## src/rtl/alu_negate_arbiter.sv

```systemverilog
// Shared negate/subtract engine: round-robin arbitration between two requesters,
// sequenced NEG -> ADD -> DONE, with a registered, ID-tagged valid/ready response.
module alu_negate_arbiter #(
    parameter int WIDTH = 8
) (
    input  logic             clk,
    input  logic             rst_n,
    input  logic             req0_valid,
    output logic             req0_ready,
    input  logic [1:0]       req0_op,
    input  logic [WIDTH-1:0] req0_a,
    input  logic [WIDTH-1:0] req0_b,
    input  logic             req1_valid,
    output logic             req1_ready,
    input  logic [1:0]       req1_op,
    input  logic [WIDTH-1:0] req1_a,
    input  logic [WIDTH-1:0] req1_b,
    output logic             resp_valid,
    input  logic             resp_ready,
    output logic             resp_id,
    output logic [WIDTH-1:0] resp_result,
    output logic             resp_carry,
    output logic             resp_ovf,
    output logic [7:0]       done_count
);

    typedef enum logic [1:0] {S_IDLE, S_NEG, S_ADD, S_DONE} state_t;

    localparam logic [1:0] OP_NEG  = 2'b00;
    localparam logic [1:0] OP_SUB  = 2'b01;
    localparam logic [1:0] OP_ABS  = 2'b10;

    localparam logic [WIDTH-1:0] MIN_NEG = {1'b1, {(WIDTH-1){1'b0}}};

    state_t           state, state_nxt;
    logic             last_grant;
    logic             grant;
    logic             accept;
    logic             resp_hs;
    logic [1:0]       op_q;
    logic [WIDTH-1:0] a_q, b_q, t_q;
    logic             id_q;

    logic [WIDTH:0]   sub_sum;
    logic [WIDTH-1:0] add_result;
    logic             add_carry;
    logic             add_ovf;

    // Round-robin only matters on a tie; a lone requester always wins.
    // NOTE: every always_comb output gets a default first so no latch is inferred.
    always_comb begin
        grant = 1'b0;
        if (req0_valid && req1_valid) grant = ~last_grant;
        else if (req1_valid)          grant = 1'b1;
    end

    // rst_n gates the readies so no handshake is advertised while held in reset.
    assign accept     = rst_n && (state == S_IDLE) && (req0_valid || req1_valid);
    assign req0_ready = accept && !grant;
    assign req1_ready = accept &&  grant;
    assign resp_hs    = (state == S_DONE) && resp_ready;

    always_comb begin
        state_nxt = state;
        case (state)
            S_IDLE: if (accept)  state_nxt = S_NEG;
            S_NEG:               state_nxt = S_ADD;
            S_ADD:               state_nxt = S_DONE;
            S_DONE: if (resp_hs) state_nxt = S_IDLE;
            default:             state_nxt = S_IDLE;
        endcase
    end

    // Subtract uses a + ~b + 1 directly so the carry is correct for b == 0.
    assign sub_sum = {1'b0, a_q} + {1'b0, ~b_q} + {{WIDTH{1'b0}}, 1'b1};

    always_comb begin
        add_result = a_q;
        add_carry  = 1'b0;
        add_ovf    = 1'b0;
        case (op_q)
            OP_SUB: begin
                add_result = sub_sum[WIDTH-1:0];
                add_carry  = sub_sum[WIDTH];
                add_ovf    = (a_q[WIDTH-1] != b_q[WIDTH-1]) &&
                             (sub_sum[WIDTH-1] != a_q[WIDTH-1]);
            end
            OP_NEG: begin
                add_result = t_q;
                add_ovf    = (a_q == MIN_NEG);
            end
            OP_ABS: begin
                add_result = a_q[WIDTH-1] ? t_q : a_q;
                add_ovf    = (a_q == MIN_NEG);
            end
            default: ;
        endcase
    end

    // NOTE: sequential state uses non-blocking assignments so all registers update together.
    always_ff @(posedge clk or negedge rst_n) begin
        if (!rst_n) begin
            state       <= S_IDLE;
            last_grant  <= 1'b1;
            op_q        <= '0;
            a_q         <= '0;
            b_q         <= '0;
            t_q         <= '0;
            id_q        <= 1'b0;
            resp_valid  <= 1'b0;
            resp_id     <= 1'b0;
            resp_result <= '0;
            resp_carry  <= 1'b0;
            resp_ovf    <= 1'b0;
            done_count  <= '0;
        end else begin
            state <= state_nxt;
            case (state)
                S_IDLE: if (accept) begin
                    op_q <= grant ? req1_op : req0_op;
                    a_q  <= grant ? req1_a  : req0_a;
                    b_q  <= grant ? req1_b  : req0_b;
                    id_q <= grant;
                end
                S_NEG: t_q <= ~((op_q == OP_SUB) ? b_q : a_q) + 1'b1;
                S_ADD: begin
                    resp_valid  <= 1'b1;
                    resp_id     <= id_q;
                    resp_result <= add_result;
                    resp_carry  <= add_carry;
                    resp_ovf    <= add_ovf;
                end
                S_DONE: if (resp_hs) begin
                    resp_valid <= 1'b0;
                    done_count <= done_count + 8'd1;
                    last_grant <= resp_id;
                end
                default: ;
            endcase
        end
    end

endmodule

```

## config.mk

```make
export PLATFORM = sky130hd
export DESIGN_NAME = alu_negate_arbiter
export DESIGN_NICKNAME = d
export VERILOG_FILES = /design/src/rtl/alu_negate_arbiter.sv
export SDC_FILE = /design/constraint.sdc
export NUM_CORES = 1
export LEC_CHECK = 0
export BUFFER_PORTS_ARGS = -buffer_cell sky130_fd_sc_hd__buf_2
export CAP_MARGIN = 20
export CORE_ASPECT_RATIO = 0.75
export CORE_MARGIN = 4
export CORE_UTILIZATION = 59
export CTS_BUF_LIST = sky130_fd_sc_hd__clkbuf_4 sky130_fd_sc_hd__clkbuf_8 sky130_fd_sc_hd__clkbuf_16
export DETAILED_ROUTE_END_ITERATION = 12
export PLACE_DENSITY = 0.91
export SYNTH_ARGS = -nofsm -noshare
export SYNTH_HDL_FRONTEND = slang
export SYNTH_SLANG_ARGS = --single-unit
```

## constraint.sdc

```tcl
create_clock -name clk -period 3.5 [get_ports clk]
set_input_delay 0.7 -clock clk [delete_from_list [all_inputs] [get_ports clk]]
set_output_delay 0.7 -clock clk [all_outputs]
set_load 0.03 [all_outputs]
```

==> metrics <==
final WL=6.62 mm; sequential share of the synthesized area=43.7%; Setup Crit Path Kind=flip-flop to output port; Worst slew margin=52.3%; vias in the first global route=2183; die width=88.5 um; wire per inst=16.0 um; gr usage total=23.8%; area of the multi-input gates=0.00142 sq mm; port bufs=just over 60; Final Hold Fails=0; Worst Tran Pin Value=0.716 ns; flop-to-flop setup slack=1.11 ns; Cells after DPL=407; CP Capture Type=output port; crit path from=state[1]; Fin Hold WS=0.476 ns; post-route cell area=0.00331 sq mm; die area=approximately 0.006 sq mm; Hold Path Class=flip-flop to flip-flop; maximum vdd ir drop=0.000562 V; main flop type after synthesis=dfrtp_1; max-cap viol count=0; final setup TNS=0 ns; Syn Inst Count=between 200 and 300; Worst Path Max Fanout=21; Non-Filler Instances=415; Crit path required time=2.80 ns; worst-case reg-to-reg path depth=6; placed cell area=0.00322 sq mm; drt first pass iters=8; #FFs+latches synth=50; Antenna diodes=0; vias per cell=just under 6; # DRC=0; Pleak=about 1.7 nW; largest net degree at the start of global routing=a little over 50; Worst Setup Start Kind=flip-flop; fraction of registers with async set/reset=100%; syn nets=between 300 and 400; GPL Wtd Cong=just under 0.9; initial drt markers=180; Top-Level Pins=63; CP endpoint=req0_ready; critical path arrival=1.95 ns; Final Max Slew Viols=0; Remaining Overflow, GRT=0; die height=68.4 um; average size of a mapped cell=between 9 and 10 sq um; initial antenna violation count=0; remaining antenna violation count=0; period utilization=75.7%; Worst R2R End=t_q[4]; FMAX=between 0.3 and 0.4 GHz; fin worst setup slack=around 0.85 ns; CTS root buf=clkbuf_8; P&R area growth vs syn=15.2%; Skew-Pair Late Insertion Delay=0.31 ns; Core ar.=0.00457 sq mm; first-pass GRT wire length=10.8 mm; Setup-failing EPs final=0; H-tree levels=2; TritonCTS buffer count=5; Syn. warnings=0; # rows=21; RSZ-0062 raised after global routing=no; TritonCTS clock tree=done; Num Clock Sinks=50; HPWL after DPL=5.02 mm; FF-to-FF Start=op_q[0]; Seq. cell area=0.00125 sq mm; Post-synth EDFFs=0; fillers=~360; PostCTS Resize Cnt=0; layout cell share with drive strength beyond 1=a little under a quarter; Placement Setup Slack=1.08 ns; hold buffer count at CTS=0; post-CTS setup buffers=0; P per Cell Area=about 1000 mW/mm^2; Cell Area, Synth=approximately 0.0029 sq mm; nets=413; DR vias=~2400; Netlist cell types=47; CTS max path bufs=2; Worst Min Path Start=done_count[7]; Initial Utilization=62.8%; final clock skew=~0.0054 ns; outcome=finished, final reports clean; Clock transition at path regs=0.09 ns; Min Clock Period, post-route=approximately 2.7 ns
## Yosys cell counts, types with 2 or more instances
library cell   n  area, sq um
a21o_1         3         22.5
a21oi_1       16         80.1
a222oi_1      18          180
a31oi_1        3         18.8
a32oi_1        3         26.3
and2_1         3         18.8
and3_1         2         12.5
clkbuf_1      13         48.8
dfrtp_1       49         1230
ha_1          14          175
inv_1         36          135
mux2_2         5         56.3
mux2i_1       10          100
nand2_1       14         52.6
nand2b_1       2         12.5
nand3_1       12         60.1
nand3b_1       2         15.0
nor2_1        32          120
nor2b_1        4         25.0
nor3_1         4         20.0
o211ai_1       2         15.0
o21a_1         2         15.0
o21ai_0        5         25.0
o22ai_1        5         31.3
o31ai_1        3         22.5
or4_1          4         30.0
xnor2_1        7         61.3
xor2_1         7         61.3
## report_power, final
group          switching [mW]  leakage (nW)  internal (mW)
Clock                   0.191        0.0486          0.149
Combinational            1.13          1.01          0.843
Sequential              0.299         0.608          0.842
## routing by layer
layer,track usage [%],up-vias,share of wire (%)
met3,4.93,7,8.6
met1,35.4,1127,49
li1,-,1196,-
met5,0,-,0
met2,34.3,102,41
met4,8.11,0,1.4
## worst min-delay path by stage
stage	end	slack, ns	cells after the start
floorplan	a_q[0]	0.40	0
global placement	done_count[7]	0.46	1
detailed placement	done_count[7]	0.46	1
CTS	done_count[7]	0.47	1
global route	done_count[7]	0.50	1
finish	done_count[7]	0.48	1
## worst max-delay path: stages, from the launching register on
cell	delay, ns
dfrtp_1	0.42
inv_1	0.11
ha_1	0.23
o211ai_1	0.11
buf_4	0.21
nor2_1	0.11
buf_4	0.23
buf_2	0.23
## sequential cells by signal, summed over array words and instances, names as in the netlist
register     count
a_q              8
last_grant       1
resp_result      8
state            2
resp_valid       1
resp_carry       1
resp_id          1
t_q              8
done_count       8
b_q              8
id_q             1
op_q             2
resp_ovf         1
## per-stage QoR
stage	power [mW]	utilization, %
after floorplan	2.62	-
after global placement	3.00	70.3
after detailed placement	3.09	70.3
after CTS	3.44	72.3
after global routing	3.75	72.3
final	3.45	72.3
## final cells by class
class	count	area share [%]
clock buffers	6	2.31
clock inverters	2	0.416
inverters	36	4.09
multi-input cells	198	42.8
flip-flops and latches	50	37.9
well taps	57	2.16
repair buffers	66	10.3
## layout by cell type, fill, tap and decap left out, types with 3 or more instances in the layout
| cell type | count |
|---|---|
| ha_1 | 14 |
| or4_1 | 4 |
| and2_1 | 3 |
| buf_4 | 4 |
| a222oi_1 | 18 |
| inv_1 | 36 |
| a21o_1 | 3 |
| a21oi_1 | 16 |
| a31oi_1 | 3 |
| nor3_1 | 4 |
| dfrtp_1 | 49 |
| mux2i_1 | 10 |
| nor2_1 | 32 |
| clkbuf_8 | 5 |
| o21ai_0 | 5 |
| xnor2_1 | 7 |
| xor2_1 | 7 |
| o31ai_1 | 3 |
| o22ai_1 | 5 |
| a32oi_1 | 3 |
| buf_2 | 62 |
| nand3_1 | 12 |
| nand2_1 | 14 |
| nor2b_1 | 4 |
| mux2_2 | 5 |
## cells by family after synthesis
logic type,share of synthesized area [%]
flip-flops,43.7
multiplexers,5.93
buffers and inverters,6.98
AND/OR/NAND/NOR,14.7
AO/OA/AOI/OAI,17.6
adder cells (fa/ha/maj),6.80
XOR/XNOR,4.27
(Power assumes the default switching activity.)
